[src/rtl/rf_write_queue_if.sv]
// Pipeline/register-file side signals of rf_write_queue, bundled with master (pipeline/decode)
// and slave (queue) views.
interface rf_write_queue_if #(
  parameter int DEPTH = 4,
  parameter int PW    = 2
);
  logic          enq_valid;
  logic [2:0]    enq_reg;
  logic [15:0]   enq_data;
  logic          enq_ready;
  logic          drain_en;
  logic          write;
  logic [2:0]    writeregsel;
  logic [15:0]   writedata;
  logic [2:0]    look1sel;
  logic [2:0]    look2sel;
  logic          look1hit;
  logic          look2hit;
  logic [15:0]   look1data;
  logic [15:0]   look2data;
  logic [PW:0]   count;
  logic          err;

  modport master (
    output enq_valid, enq_reg, enq_data, drain_en, look1sel, look2sel,
    input  enq_ready, write, writeregsel, writedata,
           look1hit, look2hit, look1data, look2data, count, err
  );

  modport slave (
    input  enq_valid, enq_reg, enq_data, drain_en, look1sel, look2sel,
    output enq_ready, write, writeregsel, writedata,
           look1hit, look2hit, look1data, look2data, count, err
  );
endinterface

[src/rtl/rf_write_queue.sv]
// In-order write-back queue in front of the 8x16 register file, with two forwarding lookups.
// Optional feature macro: RFWQ_BYPASS_EN (builds the lookup comparators when defined).
module rf_write_queue #(
  parameter int DEPTH = 4,
  parameter int PW    = 2
) (
  input  logic           clk,
  input  logic           rst,
  rf_write_queue_if.slave q
);

  typedef struct packed {
    logic [2:0]  regsel;
    logic [15:0] data;
  } entry_t;

  // NOTE: storage is not reset; occupancy alone decides which entries are valid.
  entry_t         r_mem [DEPTH];
  logic [PW-1:0]  r_rd_ptr;
  logic [PW-1:0]  r_wr_ptr;
  logic [PW:0]    r_cnt;
  logic           r_err;

  logic           w_full;
  logic           w_empty;
  logic           w_enq;
  logic           w_deq;
  entry_t         w_head;

  assign w_full  = (r_cnt == (PW+1)'(DEPTH));
  assign w_empty = (r_cnt == '0);
  assign w_enq   = q.enq_valid && !w_full;
  assign w_deq   = !w_empty && q.drain_en;
  assign w_head  = r_mem[r_rd_ptr];

  assign q.enq_ready   = !w_full;
  assign q.count       = r_cnt;
  assign q.err         = r_err;
  assign q.write       = w_deq;
  assign q.writeregsel = w_deq ? w_head.regsel : 3'd0;
  assign q.writedata   = w_deq ? w_head.data   : 16'd0;

  // NOTE: sequential state uses non-blocking assignments so every register samples pre-edge values.
  always_ff @(posedge clk) begin
    if (!rst) begin
      r_rd_ptr <= '0;
      r_wr_ptr <= '0;
      r_cnt    <= '0;
      r_err    <= 1'b0;
    end else begin
      if (w_enq) r_wr_ptr <= r_wr_ptr + 1'b1;
      if (w_deq) r_rd_ptr <= r_rd_ptr + 1'b1;
      if (w_enq && !w_deq)      r_cnt <= r_cnt + 1'b1;
      else if (w_deq && !w_enq) r_cnt <= r_cnt - 1'b1;
      if (q.enq_valid && w_full) r_err <= 1'b1;
    end
  end

  always_ff @(posedge clk) begin
    if (rst && w_enq) r_mem[r_wr_ptr] <= '{regsel: q.enq_reg, data: q.enq_data};
  end

`ifdef RFWQ_BYPASS_EN
  typedef struct packed {
    logic        hit;
    logic [15:0] data;
  } look_t;

  // Walk oldest to youngest so the youngest matching entry overwrites earlier matches.
  function automatic look_t lookup(input logic [2:0] sel);
    look_t         res;
    logic [PW-1:0] idx;
    res = '0;
    for (int i = 0; i < DEPTH; i++) begin
      idx = r_rd_ptr + PW'(i);
      if (((PW+1)'(i) < r_cnt) && (r_mem[idx].regsel == sel)) begin
        res.hit  = 1'b1;
        res.data = r_mem[idx].data;
      end
    end
    return res;
  endfunction

  look_t w_look1;
  look_t w_look2;

  // NOTE: every always_comb output gets a default first so no latch is inferred.
  always_comb begin
    w_look1 = '0;
    w_look2 = '0;
    w_look1 = lookup(q.look1sel);
    w_look2 = lookup(q.look2sel);
  end

  assign q.look1hit  = w_look1.hit;
  assign q.look1data = w_look1.data;
  assign q.look2hit  = w_look2.hit;
  assign q.look2data = w_look2.data;
`else
  logic w_unused_look;
  assign w_unused_look = ^{q.look1sel, q.look2sel};

  assign q.look1hit  = 1'b0;
  assign q.look1data = 16'd0;
  assign q.look2hit  = 1'b0;
  assign q.look2data = 16'd0;
`endif

endmodule

[src/flat_wrapper.sv]
// flat-port wrapper written by rule: the top's interface ports become plain ports
module rf_write_queue_flat 
#(
  parameter int DEPTH = 4,
  parameter int PW    = 2
)
  (clk, rst, q_enq_valid, q_enq_reg, q_enq_data, q_drain_en, q_look1sel, q_look2sel, q_enq_ready, q_write, q_writeregsel, q_writedata, q_look1hit, q_look2hit, q_look1data, q_look2data, q_count, q_err);
  rf_write_queue_if #(.DEPTH(DEPTH), .PW(PW)) q_i ();
  input  logic clk;
  input  logic rst;
  input wire logic [$bits(q_i.enq_valid)-1:0] q_enq_valid;
  input wire logic [$bits(q_i.enq_reg)-1:0] q_enq_reg;
  input wire logic [$bits(q_i.enq_data)-1:0] q_enq_data;
  input wire logic [$bits(q_i.drain_en)-1:0] q_drain_en;
  input wire logic [$bits(q_i.look1sel)-1:0] q_look1sel;
  input wire logic [$bits(q_i.look2sel)-1:0] q_look2sel;
  output wire logic [$bits(q_i.enq_ready)-1:0] q_enq_ready;
  output wire logic [$bits(q_i.write)-1:0] q_write;
  output wire logic [$bits(q_i.writeregsel)-1:0] q_writeregsel;
  output wire logic [$bits(q_i.writedata)-1:0] q_writedata;
  output wire logic [$bits(q_i.look1hit)-1:0] q_look1hit;
  output wire logic [$bits(q_i.look2hit)-1:0] q_look2hit;
  output wire logic [$bits(q_i.look1data)-1:0] q_look1data;
  output wire logic [$bits(q_i.look2data)-1:0] q_look2data;
  output wire logic [$bits(q_i.count)-1:0] q_count;
  output wire logic [$bits(q_i.err)-1:0] q_err;
  assign q_i.enq_valid = q_enq_valid;
  assign q_i.enq_reg = q_enq_reg;
  assign q_i.enq_data = q_enq_data;
  assign q_i.drain_en = q_drain_en;
  assign q_i.look1sel = q_look1sel;
  assign q_i.look2sel = q_look2sel;
  assign q_enq_ready = q_i.enq_ready;
  assign q_write = q_i.write;
  assign q_writeregsel = q_i.writeregsel;
  assign q_writedata = q_i.writedata;
  assign q_look1hit = q_i.look1hit;
  assign q_look2hit = q_i.look2hit;
  assign q_look1data = q_i.look1data;
  assign q_look2data = q_i.look2data;
  assign q_count = q_i.count;
  assign q_err = q_i.err;
  rf_write_queue #(.DEPTH(DEPTH), .PW(PW)) u_core (.clk(clk), .rst(rst), .q(q_i));
endmodule
[config.mk]
export PLATFORM = sky130hd
export DESIGN_NAME = rf_write_queue_flat
export DESIGN_NICKNAME = d
export VERILOG_FILES = /design/src/rtl/rf_write_queue_if.sv /design/src/rtl/rf_write_queue.sv /design/src/flat_wrapper.sv
export SDC_FILE = /design/constraint.sdc
export NUM_CORES = 1
export LEC_CHECK = 0
export ABC_AREA = 1
export ABC_CLOCK_PERIOD_IN_PS = 2600
export CAP_MARGIN = 20
export CORE_ASPECT_RATIO = 1.5
export CORE_UTILIZATION = 50
export DETAILED_ROUTE_END_ITERATION = 8
export GPL_TIMING_DRIVEN = 0
export PLACE_DENSITY_LB_ADDON = 0.08
export SYNTH_ARGS = -nofsm -noshare
export SYNTH_HDL_FRONTEND = slang
export SYNTH_SLANG_ARGS = --single-unit
[constraint.sdc]
create_clock -name clk -period 2.6 [get_ports clk]
set_input_delay 0.52 -clock clk [delete_from_list [all_inputs] [get_ports clk]]
set_output_delay 0.52 -clock clk [all_outputs]
set_load 0.02 [all_outputs]
==> results.sh <==
export IMPL_worstMarginPinSlew_ps=580
export IMPL_cpLargestDelayFamily="buffers and inverters"
export IMPL_hold_viol=0
export IMPL_fin_crit_sh_pct=92.5
export IMPL_netlist_instances=334
export IMPL_ctsResizeCount=23
export IMPL_dieArea_um2=7840
export IMPL_clockRootBuffer="clkbuf_8"
export IMPL_track_usage_pct=19.9
export IMPL_max_freq_mhz=416
export IMPL_portBuffers=46
export IMPL_n_antenna_cell=0
export IMPL_synth_cell_types=23
export IMPL_drt_first_iter_violations=161
export IMPL_syn_to_final_growth_pct=25.2
export IMPL_slew_viol_final=0
export IMPL_path_class="in2out"
export IMPL_synth_xor_area_share_pct=0.234
export IMPL_cts_tree="yes"
export IMPL_total_power_mw=3.89
export IMPL_nets=463
export IMPL_die_y_um=108
export IMPL_outcome="completed"
export IMPL_synth_area_um2=3740
export IMPL_grt_max_degree=14
export IMPL_io_pins=88
export IMPL_place_congestion=0.740
export IMPL_drt_total_wl_um=7130
export IMPL_hold_buffers=0
export IMPL_r2r_start="u_core.q.count[0]$_SDFFE_PN0P_"
export IMPL_grt_ovfl_total=0
export IMPL_synth_top_family_by_area="simple AND/OR/NAND/NOR gates"
export IMPL_slowest_delay_ps=500
export IMPL_crit_arrival_ps=1890
export IMPL_synth_compound_area_share_pct=8.33
export IMPL_whs_ps=470
export IMPL_num_vias=2431
export IMPL_ys_seq_area_share_pct=66.4
export IMPL_rsz0062_at_grt="false"
export IMPL_post_route_util_pct=64.8
export IMPL_grt_pass1_wl_um=11200
export IMPL_crit_slowest_cell="clkdlybuf4s50_1"
export IMPL_ir_drop_uv=575
export IMPL_crit_fanout=10
export IMPL_power_per_cell_area_nw_per_um2=831
export IMPL_grt_antenna_before_repair=0
export IMPL_yosys_warnings=0
export IMPL_required_ps=2080
export IMPL_dpl_hpwl_um=4890
export IMPL_ant_nets=0
export IMPL_final_cell_mix="89 x nor2_1, 76 x edfxtp_1, 37 x buf_4, 34 x conb_1, 27 x clkdlybuf4s50_1"
export IMPL_die_w_um=72.6
export IMPL_hold_path_class="reg2reg"
export IMPL_fp_row_count=38
export IMPL_synthAdderAreaFrac_pct=2.21
export IMPL_drt_drc_violations_left=0
export IMPL_dr_pass1_iters=4
export IMPL_grt_pass1_vias=2331
export IMPL_fillers=590
export IMPL_fin_cells=533
export IMPL_cts_setup_buffers=0
export IMPL_hold_start="u_core.q.err$_SDFFE_PN0P_"
export IMPL_insertion_delay_ps=350
export IMPL_via_per_inst=4.56
export IMPL_initial_core_util_pct=51.8
export IMPL_crit_buf_inv=3
export IMPL_clock_skew_final_ps=7.00
export IMPL_ys_ff_latch=86
export IMPL_clockBufferDepth=2
export IMPL_synth_top_cell_area_share_pct=61.0
export IMPL_setup_viol=0
export IMPL_layout_commonest_cell="nor2_1"
export IMPL_coreArea_um2=7230
export IMPL_wl_per_cell_um=13.4
export IMPL_crit_path_end_kind="output port"
export IMPL_layout_drive_gt1_share_pct=16.4
export IMPL_layout_min_cycle_time_ps=2410
export IMPL_yosys_area_share_simple_pct=11.7
export IMPL_setup_worst_path_start_class="input pin"
export IMPL_yosysTopAreaCell="edfxtp_1"
export IMPL_setup_tns_ps=0
export IMPL_cts_sinks=86
export IMPL_p_leak_nw=1.90
export IMPL_timing_critical_path_from="q_drain_en"
export IMPL_h_tree_depth=3
export IMPL_cp_cell_sequence="clkdlybuf4s50_1 > nand2_1 > buf_2 > a21oi_1 > dlygate4sd2_1"
export IMPL_numCtsBuffers=9
export IMPL_cts_clk_slew_worst_paths_ps=80
export IMPL_place_inst=517
export IMPL_avgSynthCellArea_um2=11.2
export IMPL_relSlewSlack_pct=61.3
export IMPL_maxCapViolations=0
export IMPL_muxShareOfSynthArea_pct=0
export IMPL_yosys_top_cells_area="edfxtp_1 61%, nor2_1 9.3%, buf_4 7.0%"
## registers in the layout, indices dropped and copies added (netlist names), named ones only
name and count:
u_core.q.count 3, u_core.q.err 1, u_core.r_mem 76, u_core.r_rd_ptr 2, u_core.r_wr_ptr 2
## power breakdown
group          internal [mW]  switching [mW]
sequential              1.62          0.0682
clock                  0.431           0.437
combinational          0.507           0.829
## layout make-up
class,instances,area (µm²),area share (%)
Tap cell,100,125,2.67
Inverter,17,63.8,1.36
Sequential cell,86,2480,53.0
Timing Repair Buffer,50,497,10.6
Buffer,48,357,7.61
Clock buffer,10,128,2.72
Clock inverter,6,52.6,1.12
Multi-Input combinational cell,216,980,20.9
## through the flow
step	instance area (µm²)	worst slack, ps
finish	4680	194
CTS	4680	182
detailed placement	4520	-112
floorplan	3860	462
global route	4680	60.4
global placement	4450	-699
## final timing paths
path | end | cells past startpoint | slack, ps
worst max register to register | u_core.q.count[2]$_SDFFE_PN0P_ | 13 | 440
worst min register to register | u_core.q.err$_SDFFE_PN0P_ | 1 | 470
worst max-delay path | q_writedata[11] | 5 | 190
worst min-delay path | u_core.q.err$_SDFFE_PN0P_ | 1 | 470
## layer usage
metal | GRT usage, % | vias up | wire, µm | part of all wire (%)
met4 | 10.2 | 0 | 163 | 2.3
met1 | 22.6 | 1103 | 2910 | 41
met5 | 0 | - | 0 | 0
met2 | 34.6 | 69 | 3750 | 53
li1 | - | 1244 | - | -
met3 | 4.57 | 15 | 309 | 4.3
## cells by family (layout without fill, tap and decap cells)
| family | Yosys count | in the layout |
|---|---|---|
| AO/OA/AOI/OAI | 61 | 61 |
| XOR/XNOR | 1 | 1 |
| adder cells (fa/ha/maj) | 6 | 6 |
| buffers and inverters | 65 | 131 |
| flip-flops | 86 | 86 |
| other | 1 | 34 |
| AND/OR/NAND/NOR | 114 | 114 |
## cells in the mapped netlist (all sizes together)
cell type   n
edfxtp     76
o21a        1
o21ai      39
ha          5
buf        46
clkbuf      2
nand3       4
nor2       94
fa          1
xor2        1
nand2      15
dfxtp      10
inv        17
conb        1
a21oi      21
nand3b      1
No activity file was read; power rests on OpenSTA's default activity.
